## src/rtl/display_scan_if.sv

```systemverilog
// display_scan_if: control inputs and display outputs of the scan controller
interface display_scan_if #(
  parameter int NUM_DIGITS = 4
);
  logic                    enable;
  logic                    load;
  logic [4*NUM_DIGITS-1:0] value_in;
  logic [NUM_DIGITS-1:0]   dp_in;
  logic [3:0]              bcd_out;
  logic                    dp_out;
  logic [NUM_DIGITS-1:0]   digit_sel_n;
  logic                    frame_tick;
  modport master (
    output enable, load, value_in, dp_in,
    input  bcd_out, dp_out, digit_sel_n, frame_tick
  );
  modport slave (
    input  enable, load, value_in, dp_in,
    output bcd_out, dp_out, digit_sel_n, frame_tick
  );
endinterface

```

## src/rtl/display_scan_ctrl.sv

```systemverilog
// display_scan_ctrl: double-buffered 7-seg digit scanner; DISPLAY_SCAN_LZB_EN adds leading-zero blanking
module display_scan_ctrl #(
  parameter int NUM_DIGITS = 4,
  parameter int PRESCALE   = 50000,
  parameter int DEAD       = 2
) (
  input logic            clk,
  input logic            rst_n,
  display_scan_if.slave  bus
);
  localparam int IW = $clog2(NUM_DIGITS);
  localparam int CW = $clog2((PRESCALE > DEAD ? PRESCALE : DEAD) + 1);
  localparam logic [CW-1:0] P_LAST = CW'(PRESCALE - 1);
  localparam logic [CW-1:0] D_LAST = CW'(DEAD > 0 ? DEAD - 1 : 0);
  localparam logic [IW-1:0] I_LAST = IW'(NUM_DIGITS - 1);
  typedef enum logic [1:0] {IDLE, ON, GAP} state_t;
  state_t                  state, state_nx;
  logic [CW-1:0]           cnt, cnt_nx;
  logic [IW-1:0]           idx, idx_nx, idx_inc;
  logic [4*NUM_DIGITS-1:0] disp, disp_nx, pend, pend_nx;
  logic [NUM_DIGITS-1:0]   dpd, dpd_nx, pdp, pdp_nx;
  logic                    pflag, pflag_nx;
  logic                    slot_end, wrap, direct, blank;
  logic [3:0]              bcd_nx;
  logic                    dp_nx;
  logic [NUM_DIGITS-1:0]   sel_nx;
  // a frame wraps when the last slot of the last digit ends while still enabled
  assign slot_end = DEAD > 0 ? (state == GAP && cnt == D_LAST) : (state == ON && cnt == P_LAST);
  assign wrap     = bus.enable && slot_end && idx == I_LAST;
  assign idx_inc  = idx == I_LAST ? '0 : idx + IW'(1);
  // loads go straight to the display when nothing is being scanned or a new frame starts now
  assign direct   = bus.load && (state == IDLE || wrap);
  assign disp_nx  = direct ? bus.value_in : (wrap && pflag) ? pend : disp;
  assign dpd_nx   = direct ? bus.dp_in : (wrap && pflag) ? pdp : dpd;
  assign pend_nx  = (bus.load && !direct) ? bus.value_in : pend;
  assign pdp_nx   = (bus.load && !direct) ? bus.dp_in : pdp;
  assign pflag_nx = (bus.load && !direct) ? 1'b1 : (direct || wrap) ? 1'b0 : pflag;
`ifdef DISPLAY_SCAN_LZB_EN
  assign blank = idx_nx != '0 && (disp_nx >> (4 * idx_nx)) == '0;
`else
  assign blank = 1'b0;
`endif
  // scan state, slot counter and digit index
  always_ff @(posedge clk or negedge rst_n)
    if (!rst_n) begin
      state <= IDLE;
      cnt   <= '0;
      idx   <= '0;
    end else begin
      state <= state_nx;
      cnt   <= cnt_nx;
      idx   <= idx_nx;
    end
  // slot sequencing: ON for PRESCALE cycles, optional GAP for DEAD cycles, drop to IDLE when disabled
  always_comb begin
    state_nx = state;
    cnt_nx   = cnt + CW'(1);
    idx_nx   = idx;
    if (!bus.enable) begin
      state_nx = IDLE;
      cnt_nx   = '0;
      idx_nx   = '0;
    end else
      case (state)
        IDLE: begin
          state_nx = ON;
          cnt_nx   = '0;
          idx_nx   = '0;
        end
        ON: if (cnt == P_LAST) begin
          cnt_nx   = '0;
          state_nx = DEAD > 0 ? GAP : ON;
          idx_nx   = DEAD > 0 ? idx : idx_inc;
        end
        GAP: if (cnt == D_LAST) begin
          state_nx = ON;
          cnt_nx   = '0;
          idx_nx   = idx_inc;
        end
        default: begin
          state_nx = IDLE;
          cnt_nx   = '0;
          idx_nx   = '0;
        end
      endcase
  end
  // outputs are derived from the next state so they change on the same edge as the FSM
  always_comb begin
    sel_nx = state_nx == ON ? ~(NUM_DIGITS'(1) << idx_nx) : '1;
    bcd_nx = (state_nx != ON || blank) ? 4'hF : disp_nx[4*idx_nx +: 4];
    dp_nx  = state_nx == ON ? ~dpd_nx[idx_nx] : 1'b1;
  end
  // display and pending buffers
  always_ff @(posedge clk or negedge rst_n)
    if (!rst_n) begin
      disp  <= '0;
      dpd   <= '0;
      pend  <= '0;
      pdp   <= '0;
      pflag <= 1'b0;
    end else begin
      disp  <= disp_nx;
      dpd   <= dpd_nx;
      pend  <= pend_nx;
      pdp   <= pdp_nx;
      pflag <= pflag_nx;
    end
  // registered display outputs
  always_ff @(posedge clk or negedge rst_n)
    if (!rst_n) begin
      bus.bcd_out     <= 4'hF;
      bus.dp_out      <= 1'b1;
      bus.digit_sel_n <= '1;
      bus.frame_tick  <= 1'b0;
    end else begin
      bus.bcd_out     <= bcd_nx;
      bus.dp_out      <= dp_nx;
      bus.digit_sel_n <= sel_nx;
      bus.frame_tick  <= wrap;
    end
endmodule

```

## src/flat_wrapper.sv

```systemverilog
// flat-port wrapper written by rule: the top's interface ports become plain ports
module display_scan_ctrl_flat 
#(
  parameter int NUM_DIGITS = 4,
  parameter int PRESCALE   = 50000,
  parameter int DEAD       = 2
)
  (clk, rst_n, bus_enable, bus_load, bus_value_in, bus_dp_in, bus_bcd_out, bus_dp_out, bus_digit_sel_n, bus_frame_tick);
  display_scan_if #(.NUM_DIGITS(NUM_DIGITS)) bus_i ();
  input logic clk;
  input logic rst_n;
  input wire logic [$bits(bus_i.enable)-1:0] bus_enable;
  input wire logic [$bits(bus_i.load)-1:0] bus_load;
  input wire logic [$bits(bus_i.value_in)-1:0] bus_value_in;
  input wire logic [$bits(bus_i.dp_in)-1:0] bus_dp_in;
  output wire logic [$bits(bus_i.bcd_out)-1:0] bus_bcd_out;
  output wire logic [$bits(bus_i.dp_out)-1:0] bus_dp_out;
  output wire logic [$bits(bus_i.digit_sel_n)-1:0] bus_digit_sel_n;
  output wire logic [$bits(bus_i.frame_tick)-1:0] bus_frame_tick;
  assign bus_i.enable = bus_enable;
  assign bus_i.load = bus_load;
  assign bus_i.value_in = bus_value_in;
  assign bus_i.dp_in = bus_dp_in;
  assign bus_bcd_out = bus_i.bcd_out;
  assign bus_dp_out = bus_i.dp_out;
  assign bus_digit_sel_n = bus_i.digit_sel_n;
  assign bus_frame_tick = bus_i.frame_tick;
  display_scan_ctrl #(.NUM_DIGITS(NUM_DIGITS), .PRESCALE(PRESCALE), .DEAD(DEAD)) u_core (.clk(clk), .rst_n(rst_n), .bus(bus_i));
endmodule
```

## config.mk

```make
export PLATFORM = sky130hd
export DESIGN_NAME = display_scan_ctrl_flat
export DESIGN_NICKNAME = d
export VERILOG_FILES = /design/src/rtl/display_scan_if.sv /design/src/rtl/display_scan_ctrl.sv /design/src/flat_wrapper.sv
export SDC_FILE = /design/constraint.sdc
export NUM_CORES = 1
export LEC_CHECK = 0
export CELL_PAD_IN_SITES_DETAIL_PLACEMENT = 1
export CELL_PAD_IN_SITES_GLOBAL_PLACEMENT = 1
export CORE_MARGIN = 2
export CORE_UTILIZATION = 42
export CTS_CLUSTER_DIAMETER = 120
export DETAILED_ROUTE_END_ITERATION = 7
export HOLD_SLACK_MARGIN = 0.02
export PLACE_DENSITY = 0.78
export SYNTH_ARGS = -nofsm -noshare
export SYNTH_HDL_FRONTEND = slang
export SYNTH_SLANG_ARGS = --single-unit
```

## constraint.sdc

```tcl
create_clock -name clk -period 2.5 [get_ports clk]
set_clock_uncertainty 0.15 [all_clocks]
set_input_delay 0.375 -clock clk [delete_from_list [all_inputs] [get_ports clk]]
set_output_delay 0.375 -clock clk [all_outputs]
set_load 0.05 [all_outputs]
```

======== After elaboration in Yosys (flattened, before gate mapping) ========
Cells that the tools add are included.
word-level totals
  memory bits (writable) .................. 0
  input port bits ......................... 24
  memories kept ........................... 0
  flip-flop bits (word level) ............. 71
  output and inout bits ................... 10
  latch bits .............................. 0
  logic and storage cells ................. 60
  bits in read-only memories .............. 0
cells by class
  $lt $le $gt $ge ......................... 1
  equality and inequality tests ........... 7
  shifts and indexed selects .............. 2
  div/mod/pow operators ................... 0
  reduce and logical (&&, ||, !) cells .... 11
  add/sub/neg operators ................... 2
  multiply operators ...................... 0
  mux-type cells .......................... 23
  bitwise operators ....................... 2
operators by type and width
  operator                 number
  $mux W16                 5
  $pmux W16 S2             1
  $add A16 B1 Y16 const B  1
  $eq A16 B1 Y1 const B    1
  $eq A16 B16 Y1 const B   1
  $mux W4                  4
  $shiftx A16 B5 Y4        1
  $mux W2                  6
  $logic_and A1 B1 Y1      6
  $pmux W2 S3              1
  $eq A2 B1 Y1 const B     2
  $eq A2 B2 Y1 const B     2
  $mux W1                  4
  $not A4 Y4               1
  $pmux W2 S2              1
  $shl A1 B2 Y4 const A    1
  $lt A2 B3 Y1 const B     1
  $add A2 B1 Y2 const B    1
  $bmux W1 S2              1
  $logic_not A2 Y1         1
  $logic_or A1 B1 Y1       2
  $ne A2 B1 Y1 const B     1
  $reduce_bool A2 Y1       1
  $logic_not A1 Y1         1
  $not A1 Y1               1

======== Logic depth before layout (Yosys ltp) ========
  depth in word-level cells ............... 11
  gate-level depth with buffers ........... 10
  mapped depth without buffers ............ 9

======== Worst setup path after synthesis ========
OpenSTA, ideal clock, no wires.
  path kind ............................... reg-to-reg
  from .................................... register u_core.cnt[11]
  to ...................................... register u_core.bus.bcd_out[0]
  slack ................................... 0.090 ns
  period minus slack after synthesis ...... 2.410 ns
  data required time ...................... 2.246 ns
  cell stages (with the launch flop) ...... 9
  setup time .............................. 0.104 ns
  arrival time ............................ 2.157 ns
  path buffers ............................ 1
  cell sequence ........................... dfrtp_1 nor4_4 nand2_1 nor3_1 buf_2 mux2_2 mux2_4 a22oi_1 nand3_1
between the ends
  longest elaborated chain between the ends .. 9
  elaborated cells on any way between the ends .. 20
  those cells by class .................... eq/ne: 3; shift: 1; mux: 10; reduce/logical: 6
RTL lines
  what                                                       line                                              source
  start, declared                                            display_scan_ctrl.sv:18                           logic [CW-1:0] cnt, cnt_nx;
  start signal, assigned                                     display_scan_ctrl.sv:51                           cnt <= cnt_nx;
  $eq A16 B1 Y1 *                                            display_scan_ctrl.sv:28                           assign slot_end = DEAD > 0 ? (state == GAP && cnt == D_LAST) : (state == ON && cnt == P_LAST);
  $logic_and A1 B1 Y1 *                                      display_scan_ctrl.sv:28
  $logic_and A1 B1 Y1 * (2 in a row)                         display_scan_ctrl.sv:29                           assign wrap = bus.enable && slot_end && idx == I_LAST;
  $logic_and A1 B1 Y1 or $logic_or A1 B1 Y1 (tied branches)  display_scan_ctrl.sv:33, display_scan_ctrl.sv:32
  $mux W16 or $logic_and A1 B1 Y1 (tied branches)            display_scan_ctrl.sv:33, display_scan_ctrl.sv:32
  $mux W16 *                                                 display_scan_ctrl.sv:33                           assign disp_nx = direct ? bus.value_in : (wrap && pflag) ? pend : disp;
  named net u_core.disp_nx[0]                                display_scan_ctrl.sv:20                           logic [4*NUM_DIGITS-1:0] disp, disp_nx, pend, pend_nx;
  $shiftx A16 B5 Y4 *                                        display_scan_ctrl.sv:90                           bcd_nx = (state_nx != ON || blank) ? 4'hF : disp_nx[4*idx_nx +: 4];
  $mux W4 *                                                  display_scan_ctrl.sv:90
  named net u_core.bcd_nx[0]                                 display_scan_ctrl.sv:24                           logic [3:0] bcd_nx;
  end signal, assigned                                       display_scan_ctrl.sv:116                          bus.bcd_out <= bcd_nx;
  end, declared                                              display_scan_if.sv:19                             output bcd_out, dp_out, digit_sel_n, frame_tick
Mark *: on every way through the listed nets, which the timed path passes. The rest lies on a longest branch.
A chain may end at the register's enable or synchronous reset.

======== Worst setup path in the final report ========
  from .................................... register u_core.cnt[12]
  to ...................................... register u_core.bus.bcd_out[1]
The elaborated chain is that of the path after synthesis.

==> reports/results.txt <==
PortBufs: 33
Slew HR: 0.609
post-synth top area cell: dfrtp_1
setup ws final: -124 ps
Post-synth EDFFs: 0
Hold/Removal Path Class: flip-flop to flip-flop
Setup crit end kind: flip-flop
Num Clock Sinks: 71
row count: 32
RSZ-0062 raised after global routing: yes
final net count: 394
Hold Fails Final Rpt: 0
total power draw: 2790 uW
FF-to-FF End: u_core.bus.bcd_out[1]
vias in the first global route: 2601
Storage cell area: 1790 sq um
CP Launch Type: flip-flop
post-synthesis average cell area: 12.4 sq um
post-synthesis sequential area ratio: 0.520
Overflow after GRT: 0
CTS clock-pin slew for the worst setup and hold paths: 80 ps
Detail Route Antenna Nets: 0
Synth Cell Area: 3440 sq um
CP startpoint: u_core.cnt[12]
run status: finished with violations
Critical Path End: u_core.bus.bcd_out[1]
hold_ws: 360 ps
First DRT Iteration DRCs: 107
TritonCTS Buffers: 9
area delta synth->final: 35.0%
LEAKAGE: 0.00201 uW
ys async rst share: 1.00
Final Max Tran Viols: 0
Max Cap Viol: 0
Ant. Diodes: 0
Syn Nets: 308
yosys warns: 0
CTS tree: done
WP data arrival: 2740 ps
Worst VDD drop: 0.382 mV
r2r setup slk: -120 ps
Synth Flop Type: dfrtp_1
top-area cell type share of the netlist area: 0.452
power per cell area: 601 nW/um^2
Clk Latency, worst-skew pair: 350 ps
fin crit share: 1.05
CP Class: flip-flop to flip-flop
FF+latch count, synth: 71
Post-Place Worst Slack: -155 ps
area of the multi-input gates: 1710 sq um
# H-tree levels: 3
FILL cells: 772
final setup vio count: 5
I/O pins: 34
routed len/inst: 20.5 um
synth unique cells: 42
Placer Congestion: 0.784
first-pass GRT wire length: 13400 um
# DRC: 0
worst slew pin tran: 586 ps
Max Root-Sink Buffers: 2
Die X: 94.4 um
R2R Path Start: u_core.cnt[12]
Chip Height: 94.4 um
Initial DRT Pass Iterations: 4
Max Fclk: 0.381 GHz
clk root buf: clkbuf_8
ratio of cells with drive above 1 in the final layout: 0.410
failing checks: setup timing
HPWL Detailed: 5830 um
worst path required time: 2610 ps
via count: 2564
cells after synthesis: 277
largest net degree at the start of global routing: 34
Avg Vias per Cell: 5.46
R2R depth: 9
Core ar.: 7810 sq um
Total Wirelength: 9630 um
min cycle time layout: 2620 ps
synth top area cells: dfrtp_1 45%, mux2_2 12%, dfstp_2 6.9%, mux2_4 4.4%, nor2_1 3.2%
CP max FO: 5
die area: 8920 sq um
GRT Overall Usage: 0.201
Initial Utilization: 0.440
initial antenna violation count: 0
metal layers:
metal | track usage | wire [um]
met1 | 0.260 | 4170
met2 | 0.340 | 4870
met3 | 0.0455 | 337
met4 | 0.0580 | 249
met5 | 0 | 0
worst min path at each step:
stage                        start                     to  slack [ps]  cells after the start
floorplan                    rst_n  u_core.bus.frame_tick         -70                      0
global placement             rst_n          u_core.cnt[5]         260                      1
detailed placement           rst_n          u_core.cnt[5]         270                      1
CTS                 u_core.pend[1]         u_core.pend[1]         360                      1
global route        u_core.pend[9]         u_core.pend[9]         380                      1
finish              u_core.pend[1]         u_core.pend[1]         360                      1
metrics by stage:
step                std cells  instance area [sq um]  TNS (ps)  utilization
global placement          439                   4150      -388        0.532
detailed placement        439                   4150      -604        0.532
floorplan                 277                   3440         0            -
CTS                       456                   4390      -133        0.562
finish                    470                   4640      -478        0.594
global route              470                   4640     -1120        0.594
critical path, cell delays in order, from the launching register on:
cell and delay (ps):
dfrtp_2 450, nor4_4 330, nand2_2 130, nor3_4 280, buf_6 170, clkbuf_16 150
mux2_2 330, mux2_4 270, a22oi_2 160, nand3_1 110
area by class of cell:
cell class	instances	area share
Sequential cell	71	0.386
Multi-Input combinational cell	193	0.368
Timing Repair Buffer	83	0.172
Clock buffer	11	0.0305
Tap cell	102	0.0275
Clock inverter	5	0.0121
Inverter	5	0.00405
flip-flops by register name, indices dropped and copies added, names as in the netlist, 4 cells and up:
register,flops
u_core.bus.digit_sel_n,4
u_core.disp,16
u_core.pend,16
u_core.pdp,4
u_core.dpd,4
u_core.bus.bcd_out,4
u_core.cnt,16
cells in the mapped netlist, types with 5 or more instances:
master   number
dfrtp_1      62
mux2_4       10
mux2i_1       6
buf_2         5
and3_1        6
nor2_1       29
nand3_1      14
nand2_1      20
a21oi_1       6
inv_1         5
ha_1          7
xor2_1        8
dfstp_2       9
mux2_2       38
a22oi_1       8
xnor2_1       6
cells in the final DEF, fill, tap and decap left out, drive strengths merged, types with 7 or more instances in the layout:
| master | count |
|---|---|
| dfstp | 9 |
| xor2 | 8 |
| nand3 | 14 |
| clkdlybuf4s50 | 32 |
| clkbuf | 13 |
| a22oi | 8 |
| nand2 | 20 |
| buf | 48 |
| dfrtp | 62 |
| nor2 | 30 |
| ha | 7 |
| mux2 | 52 |
power breakdown:
| part | total (uW) | internal, uW | switching, uW |
|---|---|---|---|
| registers | 1350 | 1280 | 63.5 |
| clock network | 956 | 489 | 466 |
| logic | 484 | 266 | 219 |
logic make-up after synthesis:
family          share of synthesized area
compound gates                     0.0546
xor+xnor                           0.0357
fa+ha+maj                          0.0255
mux                                 0.199
flops                               0.520
buf+inv                            0.0215
simple gates                        0.143
timing repair:
action,CTS,global route
setup buffers,0,11
hold buffers,1,0
resized for setup,5,25
setup endpoints to repair,5,8
pin swaps,0,15
hold endpoints to repair,22,0
gates cloned,0,3
Note: power is estimated with default switching activity, not from simulation.
